[src/rtl/led_ctrl_if.sv]
// CPU bridge word interface for the LED peripheral: write strobe, word select,
// byte enables, write data and combinational read data.
interface led_ctrl_if;
  logic        we;
  logic [1:0]  addr;
  logic [3:0]  byteen;
  logic [31:0] wd;
  logic [31:0] rd;

  modport master (output we, addr, byteen, wd, input rd);
  modport slave  (input we, addr, byteen, wd, output rd);
endinterface

[src/rtl/led_ctrl.sv]
// Memory-mapped LED driver: DATA/CTRL/DUTY/BLINK_HALF registers, PWM brightness
// and blink timer feeding an active-low registered output. PWM is built only with LED_PWM_EN.
module led_ctrl #(
  parameter int N_LED         = 32,
  parameter int PWM_BITS      = 8,
  parameter int BLINK_DEFAULT = 25000000
) (
  input  logic             clk,
  input  logic             reset,
  led_ctrl_if.slave        bus,
  output logic [N_LED-1:0] led_light
);

  logic [N_LED-1:0] data_q;
  logic             blink_en;
  logic [31:0]      blink_half;
  logic [31:0]      blink_cnt;
  logic [31:0]      blink_last;
  logic             blink_phase;
  logic             blink_gate;
  logic             pwm_gate;
  logic             pwm_en_rd;
  logic [31:0]      duty_rd;
  logic             wr;
  logic             wr_data;
  logic             wr_ctrl;
  logic             wr_half;
  logic [31:0]      wr_val;

  function automatic logic [31:0] byte_merge(input logic [31:0] old_val,
                                             input logic [31:0] new_val,
                                             input logic [3:0]  be);
    logic [31:0] r;
    r = old_val;
    for (int unsigned i = 0; i < 4; i++)
      if (be[i]) r[8*i +: 8] = new_val[8*i +: 8];
    return r;
  endfunction

  assign wr      = bus.we && (bus.byteen != 4'b0000);
  assign wr_data = wr && (bus.addr == 2'd0);
  assign wr_ctrl = wr && (bus.addr == 2'd1);
  assign wr_half = wr && (bus.addr == 2'd3);
  // Readback already holds the addressed register zero-extended, so merging
  // against it yields the post-write value for every register.
  assign wr_val  = byte_merge(bus.rd, bus.wd, bus.byteen);

`ifdef LED_PWM_EN
  logic                pwm_en;
  logic [PWM_BITS-1:0] duty;
  logic [PWM_BITS-1:0] pwm_cnt;
  logic                wr_duty;

  assign wr_duty = wr && (bus.addr == 2'd2);

  always_ff @(posedge clk) begin
    if (reset) begin
      pwm_en  <= 1'b0;
      duty    <= '1;
      pwm_cnt <= '0;
    end else begin
      pwm_cnt <= pwm_cnt + PWM_BITS'(1);
      if (wr_ctrl) pwm_en <= wr_val[1];
      if (wr_duty) duty   <= wr_val[PWM_BITS-1:0];
    end
  end

  assign pwm_gate  = !pwm_en || (duty == '1) || (pwm_cnt < duty);
  assign pwm_en_rd = pwm_en;
  assign duty_rd   = 32'(duty);
`else
  assign pwm_gate  = 1'b1;
  assign pwm_en_rd = 1'b0;
  assign duty_rd   = '0;
`endif

  // A half-period of 0 is treated as 1, i.e. terminal count 0.
  assign blink_last = (blink_half == '0) ? '0 : blink_half - 32'd1;

  always_ff @(posedge clk) begin
    if (reset) begin
      blink_en    <= 1'b0;
      blink_half  <= 32'(BLINK_DEFAULT);
      blink_cnt   <= '0;
      blink_phase <= 1'b1;
    end else begin
      if (wr_ctrl) blink_en   <= wr_val[0];
      if (wr_half) blink_half <= wr_val;
      if (wr_ctrl || wr_half) begin
        blink_cnt   <= '0;
        blink_phase <= 1'b1;
      end else if (!blink_en) begin
        blink_cnt   <= '0;
      end else if (blink_cnt == blink_last) begin
        blink_cnt   <= '0;
        blink_phase <= ~blink_phase;
      end else begin
        blink_cnt   <= blink_cnt + 32'd1;
      end
    end
  end

  assign blink_gate = !blink_en || blink_phase;

  always_ff @(posedge clk) begin
    if (reset) begin
      data_q    <= '0;
      led_light <= '1;
    end else begin
      if (wr_data) data_q <= wr_val[N_LED-1:0];
      led_light <= ~(data_q & {N_LED{pwm_gate && blink_gate}});
    end
  end

  always_comb begin
    bus.rd = '0;
    case (bus.addr)
      2'd0:    bus.rd = 32'(data_q);
      2'd1:    bus.rd = {30'd0, pwm_en_rd, blink_en};
      2'd2:    bus.rd = duty_rd;
      default: bus.rd = blink_half;
    endcase
  end

endmodule
[src/flat_wrapper.sv]
// flat-port wrapper written by rule: the top's interface ports become plain ports
module led_ctrl_flat 
#(
  parameter int N_LED         = 32,
  parameter int PWM_BITS      = 8,
  parameter int BLINK_DEFAULT = 25000000
)
  (clk, reset, led_light, bus_we, bus_addr, bus_byteen, bus_wd, bus_rd);
  led_ctrl_if bus_i ();
  input  logic clk;
  input  logic reset;
  output logic [N_LED-1:0] led_light;
  input wire logic [$bits(bus_i.we)-1:0] bus_we;
  input wire logic [$bits(bus_i.addr)-1:0] bus_addr;
  input wire logic [$bits(bus_i.byteen)-1:0] bus_byteen;
  input wire logic [$bits(bus_i.wd)-1:0] bus_wd;
  output wire logic [$bits(bus_i.rd)-1:0] bus_rd;
  assign bus_i.we = bus_we;
  assign bus_i.addr = bus_addr;
  assign bus_i.byteen = bus_byteen;
  assign bus_i.wd = bus_wd;
  assign bus_rd = bus_i.rd;
  led_ctrl #(.N_LED(N_LED), .PWM_BITS(PWM_BITS), .BLINK_DEFAULT(BLINK_DEFAULT)) u_core (.clk(clk), .reset(reset), .bus(bus_i), .led_light(led_light));
endmodule
[config.mk]
export PLATFORM = sky130hd
export DESIGN_NAME = led_ctrl_flat
export DESIGN_NICKNAME = d
export VERILOG_FILES = /design/src/rtl/led_ctrl_if.sv /design/src/rtl/led_ctrl.sv /design/src/flat_wrapper.sv
export SDC_FILE = /design/constraint.sdc
export NUM_CORES = 1
export LEC_CHECK = 0
export BUFFER_PORTS_ARGS = -buffer_cell sky130_fd_sc_hd__buf_2
export CAP_MARGIN = 15
export CORE_MARGIN = 2
export CORE_UTILIZATION = 50
export DETAILED_ROUTE_END_ITERATION = 8
export PLACE_DENSITY = 0.74
export SLEW_MARGIN = 5
export SYNTH_ARGS = -nofsm -noshare
export SYNTH_HDL_FRONTEND = slang
export SYNTH_SLANG_ARGS = --single-unit
[constraint.sdc]
create_clock -name clk -period 3.89 [get_ports clk]
set_input_delay 0.5835 -clock clk [delete_from_list [all_inputs] [get_ports clk]]
set_output_delay 0.5835 -clock clk [all_outputs]
set_load 0.03 [all_outputs]
# Word level (Yosys, flattened, before mapping)
# Cells that the tools add are included.
word_totals:
  ff_bits: 130
  inputBits: 41
  out_inout_bits: 64
  word_cells: 35
classes:
  add_sub_neg: 2
  n_eq_ne: 4
  n_mux: 6
  n_bitwise: 4
  n_reduce_logical: 13
op_table:
  columns: ["op", "n"]
  rows:
  - ["one-hot mux 32 bit (3 select lines)", 1]
  - ["adder 32 x 1 -> 32 bit (second input constant)", 1]
  - ["bitwise AND 32 bit", 1]
  - ["== test 32 bit", 1]
  - ["logical NOT 32 bit", 1]
  - ["two-way mux 32 bit", 1]
  - ["two-way mux 8 bit", 4]
  - ["inverter 32 bit", 1]
  - ["subtractor 32 x 1 -> 32 bit (second input constant)", 1]
  - ["== test 2 bit (second input constant)", 2]
  - ["logical AND 1 bit", 4]
  - ["nonzero test 4 bit", 1]
  - ["OR reduction 4 bit", 1]
  - ["== test 2 x 1 -> 1 bit (second input constant)", 1]
  - ["logical NOT 2 bit", 1]
  - ["logical OR 1 bit", 2]
  - ["inverter 1 bit", 2]
  - ["AND reduction 2 bit", 1]
  - ["OR reduction 2 bit", 1]
  - ["logical NOT 1 bit", 1]

# Logic depth before layout (Yosys ltp)
depth:
  word_depth: 5
  ltp_mapped: 14
  ltp_nobuf: 11

# Worst setup path before layout
# No wires, ideal clock.
synth_path:
  path_kind: "register to register"
  startpoint: "register u_core.blink_half[21]"
  endpoint: "register u_core.blink_cnt[29]"
  setup_ps: 115
  arrival_ps: 3419
  t_required_ps: 3775
  path_slack_ps: 355
  stages_incl_launch_ff: 14
  n_path_buf: 4
  synth_period_minus_slack_ps: 3535
  cell_sequence: "dfxtp_1 -> buf_6 -> or4_1 -> buf_2 -> or4_4 -> or3_1 -> buf_2 -> or4_1 -> o21ai_1 -> o2111ai_2 -> nor4_4 -> a21o_4 -> buf_12 -> nor2_2"
synth_between:
  elab_chain_cells: 4
  word_cells_on_any_way: 5
  cone_classes: "1 x add/sub; 1 x eq/ne; 1 x mux; 2 x reduce/logical"
synth_lines:
  columns: ["element", "line_no", "rtl"]
  rows:
  - ["start: declaration", "led_ctrl.sv:16", "logic [31:0] blink_half;"]
  - ["start signal: assignment", "led_ctrl.sv:83", "blink_half <= 32'(BLINK_DEFAULT);"]
  - ["start signal: assignment", "led_ctrl.sv:88", "if (wr_half) blink_half <= wr_val;"]
  - ["subtractor 32 x 1 -> 32 bit / logical NOT 32 bit (equally long branches)", "led_ctrl.sv:78", "assign blink_last = (blink_half == '0) ? '0 : blink_half - 32'd1;"]
  - ["two-way mux 32 bit *", "led_ctrl.sv:78", null]
  - ["== test 32 bit *", "led_ctrl.sv:94", "end else if (blink_cnt == blink_last) begin"]
  - ["OR reduction 4 bit (no line) *", null, null]
  - ["end signal: assignment", "led_ctrl.sv:98", "blink_cnt <= blink_cnt + 32'd1;"]
  - ["end: declaration", "led_ctrl.sv:17", "logic [31:0] blink_cnt;"]
# Mark *: on every way between the ends. The rest lies on a longest branch, timed or not.
# A chain may end at the register's enable or synchronous reset.

# Worst setup path after layout
layout_path:
  startpoint: "register u_core.blink_half[27]"
  endpoint: "register u_core.blink_cnt[15]"
# Same word-level chain as after synthesis.

==> impl_metrics.py <==
metrics = {
    "status": {
        "status": "complete, no violations",
    },
    "logic_synthesis": {
        "synth_seq_cells": 130,
        "ys.flop_type": "dfxtp_1",
        "syn-num-nets": 864,
        "syn_avg_cell_area_um2": 8.17,
        "syn-cell-area_um2": 6710,
        "synth_area_leaders": "dfxtp_1 39%, nor2_1 8.8%, mux2i_1 5.7%",
        "synth.largest_area_cell": "dfxtp_1",
        "synth_top_area_share": 0.388,
        "synthArstFlopShare": 0,
        "ys_warn_count": 0,
        "synth-edff-count": 0,
        "seq_area_frac_synth": 0.388,
        "ys_types": 62,
        "synth_cells": 821,
    },
    "placed_design": {
        "dp_hpwl_um": 12600,
        "io_buffer_count": 104,
        "dp_slack_ns": 0.259,
        "placed_area_um2": 7290,
        "place_congestion": 0.957,
    },
    "sta": {
        "post-route-period-util": 0.942,
        "drv_slew": 0,
        "hold_viol": 0,
        "maxSlewHeadroom": 0.577,
        "rsz0062_at_grt": "no",
        "finalClockSkew_ns": 0.0101,
        "setup_slack_ns": 0.227,
        "setup_viol": 0,
        "max_freq_mhz": 273,
        "fin_setup_tns_ns": 0,
        "worst_pin_slew_ns": 0.629,
        "post-route-min-period_ns": 3.66,
    },
    "finish": {
        "most-common-layout-cells": "156 x nor2_1, 130 x dfxtp_1, 104 x buf_2, 60 x a21oi_1, 58 x nand2_1",
        "diodes": 0,
        "finish.utilization": 0.599,
        "final_area_um2": 7900,
        "final_common_cell": "nor2_1",
        "synthToLayoutAreaGrowth_pct": 17.8,
        "multiInputGateArea_um2": 3790,
        "fillers": 1185,
        "layout-drive-gt1-share": 0.208,
        "num-nets-final": 940,
        "register_area_um2": 2600,
    },
    "cts": {
        "ctsHoldBuffers": 0,
        "post_cts_buffers": 0,
        "cts.sinks": 130,
        "clk_pin_slew_ns": 0.06,
        "numCtsBuffers": 17,
        "insertion_delay_ns": 0.43,
        "cts_tree": "yes",
        "h-tree-depth": 4,
        "cts.path.max_buffers": 2,
        "clock-root-buffer": "clkbuf_16",
        "cts-resized-gates": 0,
    },
    "power": {
        "power_frac_clock": 0.501,
        "power.total_uw": 3330,
        "switchingPower_uw": 837,
        "p_int_uw": 2490,
        "max-vdd-ir-drop_mv": 0.287,
        "netSwitchingFraction": 0.252,
        "cellLeakagePower_uw": 0.00307,
        "power_frac_seq": 0.416,
        "comb_power_share": 0.083,
        "cellPowerDensity_nw_per_um2": 421,
    },
    "worst_setup_path": {
        "reg2reg_slack_ns": 0.23,
        "endpoint_kind": "flip-flop",
        "crit_required_ns": 4.19,
        "worstSetupStartpoint": "u_core.blink_half[27]",
        "crit_path_start_kind": "flip-flop",
        "r2r_end": "u_core.blink_cnt[15]",
        "arrival_ns": 3.96,
        "cp_max_fo": 32,
        "r2r_start": "u_core.blink_half[27]",
        "worstRegToRegCells": 9,
        "path_class": "reg -> reg",
    },
    "global_route": {
        "antenna_found_initial": 0,
        "grt-ovfl-total": 0,
        "grt_max_degree": 58,
        "grt_usage": 0.257,
        "first_global_vias": 5701,
        "grt_pass1_wl_um": 29300,
    },
    "worst_hold_path": {
        "hold_class": "reg -> reg",
        "hold_start": "u_core.data_q[24]",
        "min_to": "u_core.led_light[24]",
        "holdPathStages": 1,
    },
    "floorplan": {
        "initial_core_util": 0.509,
        "core_um2": 13200,
        "io_pins": 105,
        "rows": 42,
        "die_height_um": 120,
        "die_width_um": 120,
        "dieArea_um2": 14400,
    },
    "route": {
        "via_count": 6148,
        "routed_wl_um": 17600,
        "drc": 0,
        "wl_met2_um": 7800,
        "antenna_left": 0,
        "vias_per_cell": 5.66,
        "dr_wl_met3_um": 1260,
        "highest_layer": "met4",
        "drt-met1-wl_um": 8300,
        "avgRoutedWirePerCell_um": 16.2,
        "firstDrtPassIters": 6,
        "first_iter_violations": 443,
    },
    "job": {
        "max_cap_viol_count": 0,
    },
}
## layout make-up
type / count / share of cell area
multi-input combinational: 618 / 0.480
sequential: 130 / 0.329
timing repair buffer: 119 / 0.0801
clock buffer: 18 / 0.0556
tap: 176 / 0.0279
clock inverter: 14 / 0.0222
inverter: 11 / 0.00522
## per-stage QoR
stage / cells / hold slack (ns)
2_1_floorplan: 821 / 0.371
3_3_place_gp: 1054 / 0.382
3_5_place_dp: 1054 / 0.383
4_1_cts: 1086 / 0.397
5_1_grt: 1086 / 0.407
6_report: 1086 / 0.396
## cell usage after synthesis, types with 3 or more instances
| library cell | number |
|---|---|
| a31oi_1 | 4 |
| a211oi_1 | 3 |
| dfxtp_1 | 130 |
| nor4_1 | 13 |
| nand2b_1 | 3 |
| nor2b_1 | 3 |
| nand3_1 | 13 |
| nand4_1 | 13 |
| a2bb2oi_1 | 4 |
| or3_1 | 16 |
| buf_2 | 3 |
| nor4b_1 | 3 |
| a211o_1 | 12 |
| a21oi_1 | 61 |
| nor2_2 | 20 |
| xor2_1 | 33 |
| or4_1 | 6 |
| clkbuf_1 | 52 |
| nor2_1 | 157 |
| and3_1 | 8 |
| o21ai_0 | 14 |
| mux2i_1 | 38 |
| buf_1 | 3 |
| xnor2_1 | 29 |
| o31ai_1 | 3 |
| inv_1 | 11 |
| a22o_1 | 33 |
| or2_2 | 5 |
| and4_1 | 3 |
| nor3_1 | 19 |
| nand2_1 | 60 |
## metal layers
layer | GRT usage | up-vias
li1 | - | 3023
met1 | 0.360 | 2909
met4 | 0.0794 | 0
met3 | 0.0713 | 23
met2 | 0.384 | 193
met5 | 0 | -
## power by group through the flow
stage / logic [uW] / registers, uW / clock network (uW)
floorplan: 193 / 1410 / 0
global placement: 273 / 1410 / 0
detailed placement: 273 / 1410 / 0
CTS: 276 / 1380 / 1690
global route: 300 / 1390 / 1760
finish: 276 / 1380 / 1670
## flip-flops by register name, indices dropped and copies added, names as in the netlist
register            count
u_core.data_q          32
u_core.blink_half      32
u_core.led_light       32
u_core.blink_cnt       32
u_core.blink_phase      1
u_core.blink_en         1
## cells by family after synthesis
family                     count (synthesis)  synth area share
DFF                                      130             0.388
buffers and inverters                     73            0.0485
and+or+nand+nor                          353             0.252
muxes                                     40            0.0601
AOI/OAI and AO/OA                        161             0.167
adders and majority gates                  2           0.00373
xor gates and xnor gates                  62            0.0810
## worst max-delay path by stage
stage,endpoint,slack [ns],cells past startpoint
2_1_floorplan,u_core.blink_cnt[29],0.36,13
3_3_place_gp,u_core.blink_cnt[22],0.32,10
3_5_place_dp,u_core.blink_cnt[19],0.26,9
4_1_cts,u_core.blink_cnt[15],0.23,9
5_1_grt,u_core.blink_cnt[20],0.002,9
6_report,u_core.blink_cnt[15],0.23,9
## critical path, cell delays in order (launching register included)
cell	delay [ns]
dfxtp_1	0.38
or4_1	0.62
or4_4	0.55
or3_1	0.40
or4_1	0.41
o21ai_1	0.12
o2111ai_2	0.15
nor4_4	0.35
a21o_4	0.45
nor2_1	0.11
(Power assumes the default switching activity.)
